`src/rtl/lock_supervisor_if.sv`:
```
// Handshake and lock-side signal bundle for lock_supervisor.
// The slave modport is the supervisor's view. The master modport is the keypad/LOCK side.
interface lock_supervisor_if #(
    parameter int CODE_W = 8,
    parameter int FC_W   = 2
);
    logic              code_valid;
    logic [CODE_W-1:0] code_data;
    logic              code_ready;
    logic              lock_in;
    logic              lock_rst;
    logic              lock_open;
    logic              lock_alarm;
    logic              door_unlock;
    logic              lockout;
    logic [FC_W-1:0]   fail_count;
    logic              result_valid;
    logic              result_pass;

    modport slave (
        input  code_valid, code_data, lock_open, lock_alarm,
        output code_ready, lock_in, lock_rst, door_unlock, lockout,
               fail_count, result_valid, result_pass
    );

    modport master (
        output code_valid, code_data, lock_open, lock_alarm,
        input  code_ready, lock_in, lock_rst, door_unlock, lockout,
               fail_count, result_valid, result_pass
    );
endinterface

```
`src/rtl/lock_supervisor.sv`:
```
// Sequences a serial-code LOCK: accept code, clear lock, shift code MSB-first,
// judge the response, then hold the door open or count failures and enforce lockout.
module lock_supervisor #(
    parameter int   CODE_W      = 8,
    parameter int   MAX_FAIL    = 3,
    parameter int   FC_W        = 2,
    parameter int   RESP_CYC    = 4,
    parameter int   HOLD_CYC    = 16,
    parameter int   LOCKOUT_CYC = 64,
    parameter logic IDLE_BIT    = 1'b0,
    parameter int   TMR_W       = 8
) (
    input  logic              clk,
    input  logic              rst,
    lock_supervisor_if.slave  bus
);
    localparam int BC_W = $clog2(CODE_W + 1);

    typedef enum logic [2:0] {
        S_IDLE, S_CLR, S_SHIFT, S_WAIT, S_PASS, S_FAIL, S_LOCKOUT
    } state_e;

    state_e            state_q, state_d;
    logic [TMR_W-1:0]  timer_q, timer_d;
    logic [BC_W-1:0]   bit_cnt_q, bit_cnt_d;
    logic [CODE_W-1:0] code_q, code_d;
    logic              alarm_q, alarm_d;
    logic [FC_W-1:0]   fail_count_q, fail_count_d;

    always_ff @(posedge clk) begin
        if (rst) begin
            state_q      <= S_IDLE;
            timer_q      <= '0;
            bit_cnt_q    <= '0;
            code_q       <= '0;
            alarm_q      <= 1'b0;
            fail_count_q <= '0;
        end else begin
            state_q      <= state_d;
            timer_q      <= timer_d;
            bit_cnt_q    <= bit_cnt_d;
            code_q       <= code_d;
            alarm_q      <= alarm_d;
            fail_count_q <= fail_count_d;
        end
    end

    always_comb begin
        state_d      = state_q;
        timer_d      = timer_q;
        bit_cnt_d    = bit_cnt_q;
        code_d       = code_q;
        alarm_d      = alarm_q;
        fail_count_d = fail_count_q;
        unique case (state_q)
            S_IDLE: begin
                if (bus.code_valid) begin
                    code_d  = bus.code_data;
                    state_d = S_CLR;
                end
            end
            S_CLR: begin
                alarm_d   = 1'b0;
                bit_cnt_d = '0;
                state_d   = S_SHIFT;
            end
            S_SHIFT: begin
                // The code register shifts so that its MSB is always the bit on lock_in.
                if (bus.lock_alarm) alarm_d = 1'b1;
                code_d    = code_q << 1;
                bit_cnt_d = bit_cnt_q + BC_W'(1);
                if (bit_cnt_q == BC_W'(CODE_W - 1)) begin
                    state_d = S_WAIT;
                    timer_d = '0;
                end
            end
            S_WAIT: begin
                if (alarm_q || bus.lock_alarm || (!bus.lock_open && timer_q == TMR_W'(RESP_CYC - 1))) begin
                    state_d      = S_FAIL;
                    timer_d      = '0;
                    fail_count_d = (fail_count_q == FC_W'(MAX_FAIL)) ? fail_count_q
                                                                     : fail_count_q + FC_W'(1);
                end else if (bus.lock_open) begin
                    state_d      = S_PASS;
                    timer_d      = '0;
                    fail_count_d = '0;
                end else begin
                    timer_d = timer_q + TMR_W'(1);
                end
            end
            S_PASS: begin
                if (timer_q == TMR_W'(HOLD_CYC - 1)) state_d = S_IDLE;
                else                                  timer_d = timer_q + TMR_W'(1);
            end
            S_FAIL: begin
                timer_d = '0;
                state_d = (fail_count_q == FC_W'(MAX_FAIL)) ? S_LOCKOUT : S_IDLE;
            end
            S_LOCKOUT: begin
                if (timer_q == TMR_W'(LOCKOUT_CYC - 1)) begin
                    state_d      = S_IDLE;
                    fail_count_d = '0;
                end else begin
                    timer_d = timer_q + TMR_W'(1);
                end
            end
            default: state_d = S_IDLE;
        endcase
    end

    assign bus.code_ready   = (state_q == S_IDLE);
    assign bus.lock_rst     = rst || (state_q == S_CLR);
    assign bus.lock_in      = (state_q == S_SHIFT) ? code_q[CODE_W-1] : IDLE_BIT;
    assign bus.door_unlock  = (state_q == S_PASS);
    assign bus.lockout      = (state_q == S_LOCKOUT);
    assign bus.fail_count   = fail_count_q;
    assign bus.result_valid = (state_q == S_FAIL) || (state_q == S_PASS && timer_q == '0);
    assign bus.result_pass  = (state_q == S_PASS && timer_q == '0);
endmodule

```
`src/flat_wrapper.sv`:
```
// flat-port wrapper written by rule: the top's interface ports become plain ports
module lock_supervisor_flat 
#(
    parameter int   CODE_W      = 8,
    parameter int   MAX_FAIL    = 3,
    parameter int   FC_W        = 2,
    parameter int   RESP_CYC    = 4,
    parameter int   HOLD_CYC    = 16,
    parameter int   LOCKOUT_CYC = 64,
    parameter logic IDLE_BIT    = 1'b0,
    parameter int   TMR_W       = 8
)
  (clk, rst, bus_code_valid, bus_code_data, bus_lock_open, bus_lock_alarm, bus_code_ready, bus_lock_in, bus_lock_rst, bus_door_unlock, bus_lockout, bus_fail_count, bus_result_valid, bus_result_pass);
  lock_supervisor_if #(.CODE_W(CODE_W), .FC_W(FC_W)) bus_i ();
  input  logic clk;
  input  logic rst;
  input wire logic [$bits(bus_i.code_valid)-1:0] bus_code_valid;
  input wire logic [$bits(bus_i.code_data)-1:0] bus_code_data;
  input wire logic [$bits(bus_i.lock_open)-1:0] bus_lock_open;
  input wire logic [$bits(bus_i.lock_alarm)-1:0] bus_lock_alarm;
  output wire logic [$bits(bus_i.code_ready)-1:0] bus_code_ready;
  output wire logic [$bits(bus_i.lock_in)-1:0] bus_lock_in;
  output wire logic [$bits(bus_i.lock_rst)-1:0] bus_lock_rst;
  output wire logic [$bits(bus_i.door_unlock)-1:0] bus_door_unlock;
  output wire logic [$bits(bus_i.lockout)-1:0] bus_lockout;
  output wire logic [$bits(bus_i.fail_count)-1:0] bus_fail_count;
  output wire logic [$bits(bus_i.result_valid)-1:0] bus_result_valid;
  output wire logic [$bits(bus_i.result_pass)-1:0] bus_result_pass;
  assign bus_i.code_valid = bus_code_valid;
  assign bus_i.code_data = bus_code_data;
  assign bus_i.lock_open = bus_lock_open;
  assign bus_i.lock_alarm = bus_lock_alarm;
  assign bus_code_ready = bus_i.code_ready;
  assign bus_lock_in = bus_i.lock_in;
  assign bus_lock_rst = bus_i.lock_rst;
  assign bus_door_unlock = bus_i.door_unlock;
  assign bus_lockout = bus_i.lockout;
  assign bus_fail_count = bus_i.fail_count;
  assign bus_result_valid = bus_i.result_valid;
  assign bus_result_pass = bus_i.result_pass;
  lock_supervisor #(.CODE_W(CODE_W), .MAX_FAIL(MAX_FAIL), .FC_W(FC_W), .RESP_CYC(RESP_CYC), .HOLD_CYC(HOLD_CYC), .LOCKOUT_CYC(LOCKOUT_CYC), .IDLE_BIT(IDLE_BIT), .TMR_W(TMR_W)) u_core (.clk(clk), .rst(rst), .bus(bus_i));
endmodule
```
`config.mk`:
```
export PLATFORM = sky130hd
export DESIGN_NAME = lock_supervisor_flat
export DESIGN_NICKNAME = d
export VERILOG_FILES = /design/src/rtl/lock_supervisor_if.sv /design/src/rtl/lock_supervisor.sv /design/src/flat_wrapper.sv
export SDC_FILE = /design/constraint.sdc
export NUM_CORES = 1
export LEC_CHECK = 0
export ABC_AREA = 0
export BUFFER_PORTS_ARGS = -buffer_cell sky130_fd_sc_hd__buf_2
export CORE_ASPECT_RATIO = 1.2
export CORE_MARGIN = 1
export CORE_UTILIZATION = 40
export CTS_CLUSTER_DIAMETER = 40
export DETAILED_ROUTE_END_ITERATION = 6
export GPL_TIMING_DRIVEN = 0
export SETUP_SLACK_MARGIN = 0.15
export SYNTH_ARGS = -nofsm -noshare
export SYNTH_HDL_FRONTEND = slang
export SYNTH_SLANG_ARGS = --single-unit
export TNS_END_PERCENT = 30
```
`constraint.sdc`:
```
create_clock -name clk -period 2.5 [get_ports clk]
set_input_delay 0.25 -clock clk [delete_from_list [all_inputs] [get_ports clk]]
set_output_delay 0.25 -clock clk [all_outputs]
set_load 0.02 [all_outputs]
```
# [Word-level counts from Yosys, hierarchy flattened]
# Cells that the tools add are included.
[op_classes] addsub=3 eq_ne=20 n_mux=25 reduce_logical=18
[ops] cell="$mux W8" n=6
[ops] cell="$pmux W8 S5" n=1
[ops] cell="$mux W3" n=7
[ops] cell="$pmux W3 S7" n=1
[ops] cell="$pmux W8 S2" n=1
[ops] cell="$eq A3 B3 Y1 const B" n=3
[ops] cell="$add A8 B1 Y8 const B" n=1
[ops] cell="$eq A8 B2 Y1 const B" n=1
[ops] cell="$eq A8 B4 Y1 const B" n=1
[ops] cell="$eq A8 B6 Y1 const B" n=1
[ops] cell="$logic_not A8 Y1" n=1
[ops] cell="$mux W2" n=4
[ops] cell="$ne A2 B2 Y1 const B" n=4
[ops] cell="$pmux W4 S2" n=1
[ops] cell="$reduce_and A4 Y1" n=2
[ops] cell="$eq A3 B2 Y1 const B" n=2
[ops] cell="$ne A2 B1 Y1 const B" n=3
[ops] cell="$reduce_bool A2 Y1" n=3
[ops] cell="$reduce_and A5 Y1" n=1
[ops] cell="$reduce_bool A5 Y1" n=1
[ops] cell="$add A4 B1 Y4 const B" n=1
[ops] cell="$eq A4 B3 Y1 const B" n=1
[ops] cell="$logic_or A1 B1 Y1" n=4
[ops] cell="$pmux W2 S2" n=1
[ops] cell="11 further kinds" n=14
[totals] reg_bits=26 out_inout_bits=9

# [Logic depth before layout (Yosys ltp)]
[logic_depth] ltp_word=5 depth_mapped=7 mapped_depth_nobuf=6

# [Worst setup path before layout]
# No wires, ideal clock.
[synth_timing] path_type="register to output" from="reg u_core.state_q[2]" to="out bus_result_valid" arrival_time_ps=1529 required_ps=2250 path_slack_ps=721 path_stages_with_launch=6 n_path_buf=1 cell_sequence="dfxtp_1 -> buf_2 -> nand2b_1 -> nor2_1 -> and4_2 -> nand2b_1"
[synth_via] elab_chain_cells=3 word_cells_on_any_way=4 classes_between="2 x eq/ne; 2 x reduce/logical"
[synth_rtl] element="from (decl)" line_no="lock_supervisor.sv:23" source="state_e state_q, state_d;"
[synth_rtl] element="from (signal assigned)" line_no="lock_supervisor.sv:39" source="state_q <= state_d;"
[synth_rtl] element="$eq A3 B3 Y1"
[synth_rtl] element="named net bus_door_unlock" line_no="flat_wrapper.sv:24" source="output wire logic [$bits(bus_i.door_unlock)-1:0] bus_door_unlock;"
[synth_rtl] element="$logic_and A1 B1 Y1" line_no="lock_supervisor.sv:117" source="assign bus.result_valid = (state_q == S_FAIL) || (state_q == S_PASS && timer_q == '0);"
[synth_rtl] element="named net bus_result_pass" line_no="flat_wrapper.sv:28" source="output wire logic [$bits(bus_i.result_pass)-1:0] bus_result_pass;"
[synth_rtl] element="$logic_or A1 B1 Y1" line_no="lock_supervisor.sv:117"
[synth_rtl] element="to (decl)" line_no="flat_wrapper.sv:27" source="output wire logic [$bits(bus_i.result_valid)-1:0] bus_result_valid;"
# The timed path passes the listed nets, and every way through them passes these cells.

# [Worst setup path after layout]
[layout_timing] from="reg u_core.state_q[0]" to="out bus_lock_rst"
[layout_via] elab_chain_cells=2
[layout_rtl] element="$eq A3 B1 Y1" line_no="lock_supervisor.sv:112" source="assign bus.lock_rst = rst || (state_q == S_CLR);"
[layout_rtl] element="$logic_or A1 B1 Y1" line_no="lock_supervisor.sv:112"
[layout_rtl] element="to (decl)" line_no="flat_wrapper.sv:23" source="output wire logic [$bits(bus_i.lock_rst)-1:0] bus_lock_rst;"
# No other way between the ends.

==> run metrics <==
post-CTS setup buffer count 0; layout cells sized above 1 21.8%; Peak VDD IR 0.000291 V; Critical R2R Launch u_core.timer_q[0]; period utilization 83.1%; WS Path Type flip-flop to output port; die area 4270 µm²; initial antenna violation count 0; Worst-Skew Late Latency 0.27 ns; Sw Share 30.0%; fmax 481 MHz; Row Count 24; PortBufs 21; CTS tree yes; final setup margin 0.422 ns; final wirelength 3620 µm; H-tree Lvls 1; core area 3720 µm²; Comb pwr share 23.1%; Seq cells post-synth 26; skew final 0.00971 ns; syn_nets 208; routed len/inst 13.5 µm; worst-path fanout max 10; CP Data Arrival Time 1.83 ns; CP endpoint kind output port; final setup fails 0; Setup crit end bus_lock_rst; Ant. Diodes 0; Clock Path Buffers 2; Final min period 2.08 ns; fillers 400; Num Clock Sinks 26; Psw 285 µW; Gate Count Post-Synth 191; P_int 663 µW; initial DRC count 46; reg2reg setup slack 0.58 ns; Initial DRT Pass Iterations 5; Vias/cell 5.41; Place WS 0.620 ns; RSZ-0062 raised after global routing false; number of max-cap violations 0; placed cell count 264; FF-to-FF path depth 6; Die W 59.8 µm; cts bufs inserted 3; Post-DRT Antenna Nets 0; final estimated routing congestion in global placement 0.778; top post-synthesis cells by area dfxtp_1, nor2_1, a21oi_1; Seq pwr share 47.9%; commonest non-fill, non-tap cells in the layout nor2_1, buf_2, dfxtp_1, a21oi_1, nand2_1; post-synthesis sequential area ratio 32.4%; drt drc 0; synth unique cells 50; Async SR Flop Fraction 0%; slew margin rel. 69.8%; CP Launch Type flip-flop; Slew Viols, Final 0; Final nets 234; post-cts resize count 0; largest net degree at the start of global routing 15; Total GRT Usage 18.8%; Die H 71.4 µm; most common cell after layout, fill and taps aside nor2_1; Critical path origin u_core.state_q[0]; Area after DPL 1770 µm²; Worst R2R End u_core.timer_q[7]; Final Cell Area 1830 µm²; largest area contributor in the netlist dfxtp_1; starting density of the core 43.1%; dpl hpwl 2830 µm; first-pass GRT wire length 6290 µm; Leak 0.000730 µW; vias in the first global route 1453; area grow syn2layout 14.0%; Post-synth EDFFs 0; clock-pin slew of the registers on the worst-case setup and hold paths 0.08 ns; CP Data Required Time 2.25 ns; Yosys top cell area share 32.4%; grt total ovfl 0; Pwr Density 518 nW/µm²; synth warn 0; ys flop type dfxtp_1; Synth Cell Area 1600 µm²; Top Ports 22; Hold Buf Count CTS 0; total number of vias 1449; Final Core Density 49.1%; clk root buf clkbuf_8; final setup TNS 0 ns; status finished, final reports clean; number of non-filler instances in the completed layout 268; Worst-Margin Slew 0.453 ns; min-delay worst type primary input to flip-flop; clock share of power 29.0%; Hold Violations, Final 0; Synth Area per Inst 8.40 µm²
==> sequential cells by signal, summed over array words and instances (netlist names) <==
name / count
u_core.timer_q: 8
u_core.alarm_q: 1
u_core.bus.fail_count: 2
u_core.bit_cnt_q: 4
u_core.code_q: 8
u_core.state_q: 3
==> through the flow <==
stage                     hold slack [ns]  power, µW
after global placement              0.461        674
after floorplan                     0.416        625
after CTS                           0.278        960
final                               0.275        947
after detailed placement            0.479        683
after global routing                0.319       1010
==> worst min path at each step <==
stage,from,end,depth (start not counted)
2_1_floorplan,bus_code_data[0],u_core.code_q[0],2
3_3_place_gp,u_core.code_q[7],u_core.code_q[7],2
3_5_place_dp,u_core.code_q[2],u_core.code_q[2],2
4_1_cts,bus_code_data[0],u_core.code_q[0],3
5_1_grt,rst,u_core.bus.fail_count[1],3
6_report,bus_code_data[0],u_core.code_q[0],3
==> worst max-delay path, cell delays in order, from the launching register on <==
cell,delay [ns]
dfxtp_1,0.47
buf_2,0.27
buf_1,0.36
nand2_1,0.15
o21bai_1,0.14
buf_2,0.18
==> power groups by stage <==
stage	combinational, µW	clock (µW)	sequential [µW]
final	218	275	454
after global placement	212	0	462
after CTS	220	286	454
after detailed placement	219	0	464
after floorplan	164	0	460
after global routing	246	306	457
==> cell type report <==
class	instances	area, µm²	share of cell area, %
inverters	3	11.3	0.616
repair buffers	21	105	5.75
well taps	52	65.1	3.56
multi-input cells	151	1010	55.4
flip-flops and latches	26	520	28.5
clock buffers	4	55.1	3.01
plain buffers	11	58.8	3.21
==> layer usage <==
layer,vias up,routed length (µm),track usage [%]
met1,681,1550,21.1
met4,0,35,4.13
met2,28,1920,36.2
met3,5,117,2.53
met5,-,0,0
li1,735,-,-
==> cell families after synthesis <==
logic type / synth area share (%)
mux: 6.24
buf+inv: 4.37
xor+xnor: 3.82
fa+ha+maj: 3.12
compound gates: 24.1
simple gates: 25.9
flops: 32.4
==> synth_stat cells, drive strengths merged (2+ instances only) <==
| master | count |
|---|---|
| a21bo | 2 |
| a21boi | 2 |
| a21oi | 21 |
| a32oi | 2 |
| a41oi | 2 |
| and3 | 6 |
| buf | 8 |
| clkbuf | 3 |
| dfxtp | 26 |
| ha | 4 |
| inv | 3 |
| mux2i | 10 |
| nand2 | 14 |
| nand2b | 8 |
| nand3 | 2 |
| nand4 | 3 |
| nand4b | 2 |
| nor2 | 33 |
| nor3 | 2 |
| o211ai | 5 |
| o21ai | 10 |
| xor2 | 6 |
(Power assumes the default switching activity.)
